### src/rtl/sram_arb_ctrl.sv
// Round-robin arbiter and timing sequencer for the board's asynchronous SRAM.
// Every pin is a flop loaded from next-state values, so strobes line up with the state register.
module sram_arb_ctrl #(
   parameter int                ADDR_W      = 18,
   parameter int                DATA_W      = 16,
   parameter int                NUM_CH      = 2,
   parameter int                WR_CYCLES   = 1,
   parameter int                RD_CYCLES   = 1,
   parameter int                TURN_CYCLES = 1,
   parameter logic [DATA_W-1:0] BAD_BITS    = DATA_W'(16'h2000)
) (
   input  logic                       clk,
   input  logic                       reset,
   input  logic [NUM_CH-1:0]          req_valid,
   output logic [NUM_CH-1:0]          req_ready,
   input  logic [NUM_CH-1:0]          req_write,
   input  logic [NUM_CH*ADDR_W-1:0]   req_addr,
   input  logic [NUM_CH*DATA_W-1:0]   req_wdata,
   input  logic [NUM_CH*DATA_W/8-1:0] req_be,
   output logic [NUM_CH-1:0]          rd_valid,
   output logic [DATA_W-1:0]          rd_data,
   output logic                       busy,
   output logic [ADDR_W-1:0]          address_pins,
   input  logic [DATA_W-1:0]          data_pins_in,
   output logic [DATA_W-1:0]          data_pins_out,
   output logic                       data_pins_out_en,
   output logic                       OE_n,
   output logic                       WE_n,
   output logic                       CS_n,
   output logic [DATA_W/8-1:0]        BE_n
);
   localparam int BE_W      = DATA_W / 8;
   localparam int PTR_W     = (NUM_CH > 1) ? $clog2(NUM_CH) : 1;
   localparam int MAX_WR_RD = (WR_CYCLES > RD_CYCLES) ? WR_CYCLES : RD_CYCLES;
   localparam int MAX_CYC   = (MAX_WR_RD > TURN_CYCLES) ? MAX_WR_RD : TURN_CYCLES;
   localparam int CNT_W     = (MAX_CYC > 1) ? $clog2(MAX_CYC) : 1;

   typedef enum logic [2:0] {IDLE, SETUP, WRITE, WR_HOLD, READ, TURN} state_t;

   state_t            state_q, state_d;
   logic [CNT_W-1:0]  cnt_q, cnt_d;
   logic [PTR_W-1:0]  ptr_q, ptr_d;
   logic [PTR_W-1:0]  ch_q, ch_d;
   logic [PTR_W-1:0]  gidx, cand;
   logic              found;
   logic [NUM_CH-1:0] grant;
   logic [ADDR_W-1:0] addr_q, addr_d;
   logic [DATA_W-1:0] wdata_q, wdata_d;
   logic [BE_W-1:0]   be_q, be_d;
   logic              wr_q, wr_d;
   logic [NUM_CH-1:0] rd_valid_q, rd_valid_d;
   logic [DATA_W-1:0] rd_data_q, rd_data_d;
   logic [ADDR_W-1:0] address_pins_q, address_pins_d;
   logic [DATA_W-1:0] data_pins_out_q, data_pins_out_d;
   logic              data_pins_out_en_q, data_pins_out_en_d;
   logic              oe_n_q, oe_n_d;
   logic              we_n_q, we_n_d;
   logic              cs_n_q, cs_n_d;
   logic [BE_W-1:0]   be_n_q, be_n_d;

   // ptr_q holds the highest-priority channel, i.e. one past the last grant.
   always_comb begin
      grant = '0;
      gidx  = '0;
      cand  = '0;
      found = 1'b0;
      for (int k = 0; k < NUM_CH; k++) begin
         cand = PTR_W'((int'(ptr_q) + k) % NUM_CH);
         if (!found && req_valid[cand]) begin
            grant[cand] = 1'b1;
            gidx        = cand;
            found       = 1'b1;
         end
      end
   end

   assign req_ready = (state_q == IDLE) ? grant : '0;

   always_comb begin
      state_d    = state_q;
      cnt_d      = cnt_q;
      ptr_d      = ptr_q;
      ch_d       = ch_q;
      addr_d     = addr_q;
      wdata_d    = wdata_q;
      be_d       = be_q;
      wr_d       = wr_q;
      rd_valid_d = '0;
      rd_data_d  = rd_data_q;
      case (state_q)
         IDLE: begin
            if (|(req_valid & req_ready)) begin
               state_d = SETUP;
               ch_d    = gidx;
               ptr_d   = PTR_W'((int'(gidx) + 1) % NUM_CH);
               addr_d  = req_addr[int'(gidx)*ADDR_W +: ADDR_W];
               wdata_d = req_wdata[int'(gidx)*DATA_W +: DATA_W];
               be_d    = req_be[int'(gidx)*BE_W +: BE_W];
               wr_d    = req_write[gidx];
            end
         end
         SETUP: begin
            cnt_d   = '0;
            state_d = wr_q ? WRITE : READ;
         end
         WRITE: begin
            if (cnt_q == CNT_W'(WR_CYCLES - 1)) state_d = WR_HOLD;
            else                                cnt_d   = cnt_q + 1'b1;
         end
         WR_HOLD: begin
            cnt_d   = '0;
            state_d = (TURN_CYCLES > 0) ? TURN : IDLE;
         end
         READ: begin
            if (cnt_q == CNT_W'(RD_CYCLES - 1)) begin
               rd_data_d        = data_pins_in & ~BAD_BITS;
               rd_valid_d[ch_q] = 1'b1;
               cnt_d            = '0;
               state_d          = (TURN_CYCLES > 0) ? TURN : IDLE;
            end else begin
               cnt_d = cnt_q + 1'b1;
            end
         end
         TURN: begin
            if (cnt_q == CNT_W'(TURN_CYCLES - 1)) state_d = IDLE;
            else                                  cnt_d   = cnt_q + 1'b1;
         end
         default: state_d = IDLE;
      endcase

      // Pins follow state_d so they change on the same edge as the state.
      cs_n_d             = 1'b1;
      oe_n_d             = 1'b1;
      we_n_d             = 1'b1;
      be_n_d             = '1;
      data_pins_out_en_d = 1'b0;
      address_pins_d     = address_pins_q;
      data_pins_out_d    = data_pins_out_q;
      if (state_d inside {SETUP, WRITE, WR_HOLD, READ}) begin
         cs_n_d         = 1'b0;
         address_pins_d = addr_d;
         be_n_d         = wr_d ? ~be_d : '0;
      end
      if (wr_d && (state_d inside {SETUP, WRITE, WR_HOLD})) begin
         data_pins_out_en_d = 1'b1;
         data_pins_out_d    = wdata_d;
      end
      if (state_d == WRITE) we_n_d = 1'b0;
      if ((state_d == READ) || (state_d == SETUP && !wr_d)) oe_n_d = 1'b0;
   end

   always_ff @(posedge clk) begin
      if (reset) begin
         state_q            <= IDLE;
         cnt_q              <= '0;
         ptr_q              <= '0;
         ch_q               <= '0;
         addr_q             <= '0;
         wdata_q            <= '0;
         be_q               <= '0;
         wr_q               <= 1'b0;
         rd_valid_q         <= '0;
         rd_data_q          <= '0;
         address_pins_q     <= '0;
         data_pins_out_q    <= '0;
         data_pins_out_en_q <= 1'b0;
         oe_n_q             <= 1'b1;
         we_n_q             <= 1'b1;
         cs_n_q             <= 1'b1;
         be_n_q             <= '1;
      end else begin
         state_q            <= state_d;
         cnt_q              <= cnt_d;
         ptr_q              <= ptr_d;
         ch_q               <= ch_d;
         addr_q             <= addr_d;
         wdata_q            <= wdata_d;
         be_q               <= be_d;
         wr_q               <= wr_d;
         rd_valid_q         <= rd_valid_d;
         rd_data_q          <= rd_data_d;
         address_pins_q     <= address_pins_d;
         data_pins_out_q    <= data_pins_out_d;
         data_pins_out_en_q <= data_pins_out_en_d;
         oe_n_q             <= oe_n_d;
         we_n_q             <= we_n_d;
         cs_n_q             <= cs_n_d;
         be_n_q             <= be_n_d;
      end
   end

   assign busy             = (state_q != IDLE);
   assign rd_valid         = rd_valid_q;
   assign rd_data          = rd_data_q;
   assign address_pins     = address_pins_q;
   assign data_pins_out    = data_pins_out_q;
   assign data_pins_out_en = data_pins_out_en_q;
   assign OE_n             = oe_n_q;
   assign WE_n             = we_n_q;
   assign CS_n             = cs_n_q;
   assign BE_n             = be_n_q;
endmodule

### config.mk
export PLATFORM = sky130hd
export DESIGN_NAME = sram_arb_ctrl
export DESIGN_NICKNAME = d
export VERILOG_FILES = /design/src/rtl/sram_arb_ctrl.sv
export SDC_FILE = /design/constraint.sdc
export NUM_CORES = 1
export LEC_CHECK = 0
export BUFFER_PORTS_ARGS = -buffer_cell sky130_fd_sc_hd__clkbuf_2
export CELL_PAD_IN_SITES_DETAIL_PLACEMENT = 0
export CELL_PAD_IN_SITES_GLOBAL_PLACEMENT = 1
export CORE_UTILIZATION = 36
export DETAILED_ROUTE_END_ITERATION = 8
export GPL_TIMING_DRIVEN = 0
export MAX_ROUTING_LAYER = met4
export PLACE_DENSITY_LB_ADDON = 0.12
export SYNTH_ARGS = -nofsm -noshare
export SYNTH_HDL_FRONTEND = slang
export SYNTH_SLANG_ARGS = --single-unit
### constraint.sdc
create_clock -name clk -period 2 [get_ports clk]
set_input_delay 0.2 -clock clk [delete_from_list [all_inputs] [get_ports clk]]
set_output_delay 0.2 -clock clk [all_outputs]
set_load 0.005 [all_outputs]
### Word-level counts from Yosys, hierarchy flattened

Index checks and enable logic that the tools add are counted.

| storage, ports and cells | value |
|---|---|
| output and inout port bits | 61 |
| register bits | 100 |
| logic and storage cells | 106 |

| operators by class | value |
|---|---|
| equal/unequal tests | 9 |
| $add $sub $neg | 3 |
| $lt $le $gt $ge | 7 |
| mux-type cells | 39 |
| reductions and logical operators | 21 |
| bitwise operators | 6 |
| shift operators | 3 |
| $mul | 1 |

Operators with widths:

| cell | number |
|---|---|
| two-way mux 18 bit | 2 |
| variable part select 36 x 7 -> 18 bit | 1 |
| two-way mux 16 bit | 2 |
| variable part select 32 x 6 -> 16 bit | 1 |
| two-way mux 1 bit | 19 |
| case mux 3 bit (6 select lines) | 1 |
| two-way mux 3 bit | 5 |
| equality test 3 x 2 -> 1 bit, second input constant | 4 |
| two-way mux 2 bit | 6 |
| equality test 3 bit, second input constant | 3 |
| < comparator 1 x 2 -> 1 bit, second input constant | 4 |
| equality test 3 x 1 -> 1 bit, second input constant | 2 |
| logical AND 1 bit | 6 |
| nonzero test 3 bit | 2 |
| OR reduction 2 bit | 3 |
| OR reduction 3 bit | 2 |
| multiplier 1 x 4 -> 5 bit, second input constant | 1 |
| AND reduction 2 bit | 2 |
| nonzero test 4 bit | 1 |
| variable part select 4 x 3 -> 2 bit | 1 |
| adder 1 bit, second input constant | 3 |
| demux 1 bit (select 1 bit) | 3 |
| greater-or-equal comparator 1 bit, second input constant | 3 |
| zero test 3 bit | 1 |
| other kinds (8) | 11 |

### Logic depth before layout (Yosys ltp)

Gate-level depths: netlist of run 1.

| depth | value |
|---|---|
| word-level depth | 16 |
| gate-level depth with buffers | 8 |
| mapped depth without buffers | 5 |

### Worst setup path before layout of run 1

No wires, ideal clock.

| timing | value |
|---|---|
| path kind | reg2reg |
| start | register ptr_q |
| end | register data_pins_out_q[10], in the netlist data_pins_out[10] |
| data arrival time | 1.574 ns |
| path slack | 0.305 ns |
| period minus slack after synthesis | 1.695 ns |
| setup time | 0.121 ns |
| buffers on the path | 2 |
| stages on the path, launching flop included | 7 |
| cells stage by stage | dfxtp_1 o21ai_1 mux2i_1 o22a_1 buf_6 buf_6 mux2_4 |

| on the way | value |
|---|---|
| cells in the longest elaborated chain, start to end | 15 |
| elaborated cells between the ends (all ways) | 40 |
| classes of those cells | add/sub: 1; order compare: 4; eq/ne: 3; shift: 1; mux: 22; bitwise: 2; reduce/logical: 7 |

Ends and longest elaborated chain:

| element | RTL line | RTL |
|---|---|---|
| from (decl) | 42 | `logic [PTR_W-1:0] ptr_q, ptr_d;` |
| from (signal assigned) | 174 | `ptr_q <= ptr_d;` |
| adder 1 bit, or another cell as far along | 68 | `cand = PTR_W'((int'(ptr_q) + k) % NUM_CH);` |
| < comparator 1 x 2 -> 1 bit (implied by the code), or another cell as far along | 70 | `grant[cand] = 1'b1;` |
| logical AND 1 bit (implied by the code) / two-way mux 1 bit (equally long branches) | 70 |  |
| two-way mux 1 bit (implied by the code) / demux 1 bit (select 1 bit) (equally long branches) | 70 |  |
| demux 1 bit (select 1 bit) / two-way mux 2 bit (equally long branches) | 70, 69 |  |
| bitwise OR 2 bit (no line) | - |  |
| two-way mux 2 bit | 69 | `if (!found && req_valid[cand]) begin` |
| two-way mux 2 bit | 77 | `assign req_ready = (state_q == IDLE) ? grant : '0;` |
| bitwise AND 2 bit | 92 | `if (\|(req_valid & req_ready)) begin` |
| OR reduction 2 bit | 92 |  |
| two-way mux 3 bit | 92 |  |
| case mux 3 bit (6 select lines) | 90 | `case (state_q)` |
| equality test 3 x 1 -> 1 bit / equality test 3 x 2 -> 1 bit (equally long branches) | 144 | `if (wr_d && (state_d inside {SETUP, WRITE, WR_HOLD})) begin` |
| nonzero test 3 bit | 144 |  |
| logical AND 1 bit | 144 |  |
| to (signal assigned) | 183 | `data_pins_out_q <= data_pins_out_d;` |
| to (decl) | 54 | `logic [DATA_W-1:0] data_pins_out_q, data_pins_out_d;` |

Several ways; a longest one is shown, not always the timed one. The select of a mux whose other input is x is not followed.
A chain may end at the register's enable or synchronous reset.

### Worst setup path after layout of run 1

| timing | value |
|---|---|
| start | register ptr_q |
| end | register data_pins_out_q[13], in the netlist data_pins_out[13] |

Same word-level chain as after synthesis.

==> results_dict.tcl, run 1 <==
set metrics [dict create \
    status "complete, no violations" \
    end_kind "flop" \
    grt_pass1_vias 3145 \
    power.density_nw_per_um2 1130 \
    path_class "flop to flop" \
    cts.sinks 99 \
    period_share 0.962 \
    yosysMostFrequentCell "dfxtp_1" \
    hold_buffers 0 \
    hpwl_um 7160 \
    place_area_um2 4930 \
    setup_slack_ps 76.4 \
    fill_cells 1099 \
    antenna_found_initial 0 \
    rsz0062_at_grt "false" \
    post-route-drc-count 0 \
    synth_cells 404 \
    cts_root_buf "clkbuf_8" \
    cp_data_required_time_ps 2250 \
    crit_arrival_ps 2180 \
    vias_per_cell 4.71 \
    use_met3 0.0448 \
    met2_usage 0.301 \
    grt_max_degree 17 \
    period_needed_ps 1920 \
    wl_um 9890 \
    numCtsBuffers 9 \
    finalHoldViolCount 0 \
    worstMarginPinSlew_ps 700 \
    synth_commonest_cells "dfxtp_1, nand2_1, mux2i_1" \
    netlist.area_leader.share 0.497 \
    finalWeightedCongestion 0.759 \
    ant_nets 0 \
    die_y_um 107 \
    synth_edf_count 0 \
    htree_levels 3 \
    holdWs_ps 49.7 \
    synthTopCellsByArea "dfxtp_1, mux2i_1, nor2b_1" \
    cts_tree "done" \
    min_path_type "input pin to flop" \
    wl_per_cell_um 13.9 \
    die_w_um 107 \
    startpoint "ptr_q$_SDFFE_PP0P_" \
    setup_viol 0 \
    overflow 0 \
    slew_violations 0 \
    synth_top_flop_cell "dfxtp_1" \
    grt_pass1_wl_um 15600 \
    final_cells 711 \
    ys_seq_elements 99 \
    drtPass1Iterations 4 \
    start_kind "flop" \
    syn-num-nets 498 \
    cts_setup_buffers 0 \
    core_area_um2 10800 \
    avgSynthCellArea_um2 9.88 \
    r2r-start "ptr_q$_SDFFE_PP0P_" \
    insertion_delay_ps 370 \
    synth.yosys.seq_area_share 0.497 \
    track_usage 0.183 \
    antenna_cells 0 \
    die_area_um2 11500 \
    yosys.area.top_type "dfxtp_1" \
    drv_cap 0 \
    rows 38 \
    cts.clk_slew.worst_paths_ps 90 \
    start_util 0.368 \
    use_met1 0.226 \
    drive_above_1_share 0.380 \
    peakVddDrop_uv 464 \
    drt_iter0_markers 107 \
    area_delta_synth_final_pct 29.4 \
    fmax_mhz 520 \
    top_usage_layer "met2" \
    p_leak_uw 0.00246 \
    relSlewSlack 0.533 \
    pre_cts_slack_ps -39.5 \
    fin_nets 661 \
    synth.distinct_cells 36 \
    syn-cell-area_um2 3990 \
    clk_path_buf_depth 2 \
    clock_skew_ps 10.7 \
    final_cell_area_um2 5160 \
    critPathMaxFanout 10 \
    dp_cells 696 \
    async_flop_share 0 \
    vias 3349 \
    portBuffers 152 \
    yosysWarnings 0 \
    pin_count 155 \
    holdCritStartpoint "data_pins_in[14]" \
]
-- cells in the final DEF (no fill, tap or decap), drive strengths merged --
master    Yosys  final
a211oi       17     17
clkinv        0      2
clkinvlp      0      1
o21a          1      1
and3          1      1
conb          1      1
a22o         18     18
mux2         16     16
or2           1      1
nand3         1      1
a311oi        1      1
a22oi         1      1
o22a          2      2
a21oi        22     22
inv           6      7
a221oi        1      1
nor2         26     26
o21ai        26     26
buf          16     16
nor2b        36     36
mux2i        37     37
a21o          1      1
bufinv        0      2
dfxtp        99     99
nor3          4      4
clkbuf       15    176
and2          2      2
nand2        53     53
-- what timing repair did --
action | CTS | global route
pin swaps | 0 | 0
gates resized for setup | 1 | 6
endpoints found under the setup margin | 10 | 26
-- sequential cells by signal, summed over array words and instances (netlist names), 2 cells and up --
signal / cells
addr_q: 18
address_pins: 18
data_pins_out: 16
wdata_q: 16
rd_data: 15
state_q: 3
BE_n: 2
be_q: 2
rd_valid: 2
-- cells by family after synthesis --
group	Yosys count	synth area share
compound gates	90	0.162
mux	53	0.147
buf+inv	37	0.0470
simple gates	124	0.146
flops	99	0.497
other cells	1	0.000940
-- layout make-up --
type	count	area, um^2	share of cell area
Multi-Input combinational cell	268	1840	0.357
Buffer	31	166	0.0322
Inverter	6	22.5	0.00436
Clock buffer	9	124	0.0240
Sequential cell	99	1980	0.384
Tap cell	140	175	0.0339
Clock inverter	6	90.1	0.0175
Timing Repair Buffer	152	761	0.147
-- routing by layer --
metal  vias to the layer above  share of wire
li1                       1709              -
met3                        12          0.060
met2                       100           0.47
met1                      1528           0.46
met5                         -              0
met4                         0         0.0096
-- critical path, stage by stage (launching register included) --
cell,delay [ps]
dfxtp_1,370
o21ai_2,240
mux2i_2,360
o22a_1,200
buf_6,140
buf_6,190
mux2_4,310
-- metrics by stage --
stage	setup TNS, ps	total power, uW	util
floorplan	0	3790	-
global placement	-683	4440	0.454
detailed placement	-323	4480	0.454
CTS	0	5890	0.474
global route	0	6220	0.476
finish	0	5830	0.476
-- path summary, 6_finish.rpt --
kind	end	slack (ps)	cells after the start
hold reg to reg	rd_valid[0]$_SDFF_PP0_	450	1
hold / removal	rd_data[14]$_SDFFE_PP0N_	50	3
setup / recovery	data_pins_out[13]$_SDFFE_PP0P_	80	6
setup reg to reg	data_pins_out[13]$_SDFFE_PP0P_	80	6
-- where the power goes --
part / switching [uW] / internal [uW]
clock network: 706 / 702
logic: 998 / 859
registers: 177 / 2390
Note: power is estimated with default switching activity, not from simulation.
==> run 2: changes to the inputs <==
- PLACE_DENSITY: default -> 0.85
- PLACE_DENSITY_LB_ADDON: 0.12 -> default
==> run 2 against run 1 <==
Combinational power is essentially flat; non-clock buffer count is the same; utilization shrank 0.35 points; clock skew grew 4.7 ps; cell count grew 0.14%; register-to-register slack gained 20 ps; routed wire length shrank 3.4%; sequential share of layout area grew 0.26 points; flip-flop and latch count is the same.
==> results_dict.tcl, run 2 (synthesized netlist as in run 1, its figures left out) <==
set metrics [dict create \
    antenna_found_initial 0 \
    p_leak_uw 0.00245 \
    insertion_delay_ps 360 \
    whs_path_depth 3 \
    cts_setup_buffers 0 \
    grt_max_degree 19 \
    worstMarginPinSlew_ps 664 \
    r2r-start "ptr_q$_SDFFE_PP0P_" \
    switching_share 0.337 \
    seqPwrFrac 0.459 \
    clkPwrFrac 0.213 \
    cpPeakStageDelay_ps 350 \
    cts.clk_slew.worst_paths_ps 100 \
    multi_input_area_um2 1830 \
    crit_buf_inv 2 \
    drv_cap 0 \
    path_class "flop to flop" \
    wl_um 9550 \
    startpoint "ptr_q$_SDFFE_PP0P_" \
    final_common_cell "clkbuf_2" \
    min_path_type "input pin to flop" \
    p_total_uw 5600 \
    clock_skew_ps 15.5 \
    overflow 0 \
    clk_path_buf_depth 2 \
    fmax_mhz 526 \
    crit_slowest_cell "dfxtp_1" \
    numCtsBuffers 9 \
    vias_per_cell 4.65 \
    final_cells 712 \
    drtPass1Iterations 4 \
    start_kind "flop" \
    htree_levels 3 \
    core_area_um2 10800 \
    post-route-drc-count 0 \
    path_cells "o21ai_1 > mux2i_1 > o22a_1 > buf_6 > buf_6 > mux2_4" \
    rsz0062_at_grt "false" \
    pin_count 155 \
    period_share 0.951 \
    portBuffers 152 \
    cts_tree "done" \
    setup_slack_ps 98.1 \
    r2r_cells 6 \
    vias 3308 \
    cts_root_buf "clkbuf_8" \
    antenna_cells 0 \
    p_int_uw 3710 \
    p_sw_uw 1890 \
    status "complete, no violations" \
    area_delta_synth_final_pct 28.4 \
    die_w_um 107 \
    dp_cells 696 \
    final_cell_mix "clkbuf_2, dfxtp_1, nand2_1, mux2i_1, nor2b_1" \
    pre_cts_slack_ps 72.2 \
    track_usage 0.172 \
    ant_nets 0 \
    critPathMaxFanout 10 \
    finalHoldViolCount 0 \
    end_kind "flop" \
    reg2reg_setup_slack_ps 100 \
    register_area_um2 1980 \
    cts_resized 0 \
    fill_cells 1065 \
    r2r_end "data_pins_out[8]$_SDFFE_PP0P_" \
    power.density_nw_per_um2 1090 \
    crit_arrival_ps 2150 \
    period_needed_ps 1900 \
    relSlewSlack 0.558 \
    finalWeightedCongestion 0.752 \
    hold_buffers 0 \
    grt_pass1_vias 3073 \
    tns_ps 0 \
    drt_iter0_markers 170 \
    setup_viol 0 \
    start_util 0.368 \
    holdCritStartpoint "data_pins_in[7]" \
    cts.sinks 99 \
    holdPathEnd "rd_data[7]$_SDFFE_PP0N_" \
    crit_top_cell "buf_6" \
    fin_nets 661 \
    rows 38 \
    hpwl_um 7220 \
    grt_pass1_wl_um 14800 \
    die_y_um 107 \
    drive_above_1_share 0.376 \
    cp_data_required_time_ps 2240 \
    peakVddDrop_uv 456 \
    slew_violations 0 \
    holdWs_ps 54.0 \
    cp_top_family "multiplexers" \
    p_comb_frac 0.328 \
    die_area_um2 11500 \
    wl_per_cell_um 13.4 \
]
-- run 2: cell types whose count changed in the layout (fill, tap and decap cells not counted), sizes merged --
cell and change:
bufinv -2, clkinv +1, clkinvlp +1, inv +1
-- run 2: how the worst max path moves through the flow --
stage / endpoint / slack (ps) / cells after the start
floorplan: data_pins_out[10]$_SDFFE_PP0P_ / 300 / 6
global placement: data_pins_out[12]$_SDFFE_PP0P_ / 70 / 8
detailed placement: data_pins_out[8]$_SDFFE_PP0P_ / 70 / 8
CTS: BE_n[0]$_SDFF_PP1_ / 60 / 7
finish: data_pins_out[8]$_SDFFE_PP0P_ / 100 / 6
global route: data_pins_out[11]$_SDFFE_PP0P_ / 5 / 7
-- run 2: final cells by class --
| class | count | share of cell area |
|---|---|---|
| plain buffers | 31 | 0.0325 |
| inverters | 6 | 0.00439 |
| clock inverters | 7 | 0.0120 |
| flip-flops and latches | 99 | 0.387 |
| repair buffers | 152 | 0.148 |
| clock buffers | 9 | 0.0242 |
| multi-input cells | 268 | 0.358 |
| well taps | 140 | 0.0342 |
-- run 2: routing by layer --
metal  wire (um)  vias to the layer above  GRT usage
met4          86                        0     0.0558
met3         594                        7     0.0357
li1            -                     1709          -
met2        4460                      111      0.271
met1        4410                     1481      0.221
met5           0                        -          -
-- run 2: worst reg2reg max path, cell delays in order, from the launching register on --
cell and delay [ps]:
dfxtp_1 350, o21ai_1 250, mux2i_1 350, o22a_1 200, buf_6 130, buf_6 190
mux2_4 320
-- run 2: stage by stage --
| stage | area, um^2 | utilization |
|---|---|---|
| 3_3_place_gp | 4930 | 0.454 |
| 4_1_cts | 5110 | 0.471 |
| 5_1_grt | 5120 | 0.473 |
| 6_report | 5120 | 0.473 |
| 3_5_place_dp | 4930 | 0.454 |
| 2_1_floorplan | 3990 | - |
-- run 2: power by group through the flow --
stage,sequential (uW),combinational [uW],clock [uW]
floorplan,2600,1190,0
global placement,2600,1800,0
detailed placement,2620,1840,0
CTS,2570,1850,1250
global route,2610,2040,1330
finish,2570,1840,1190
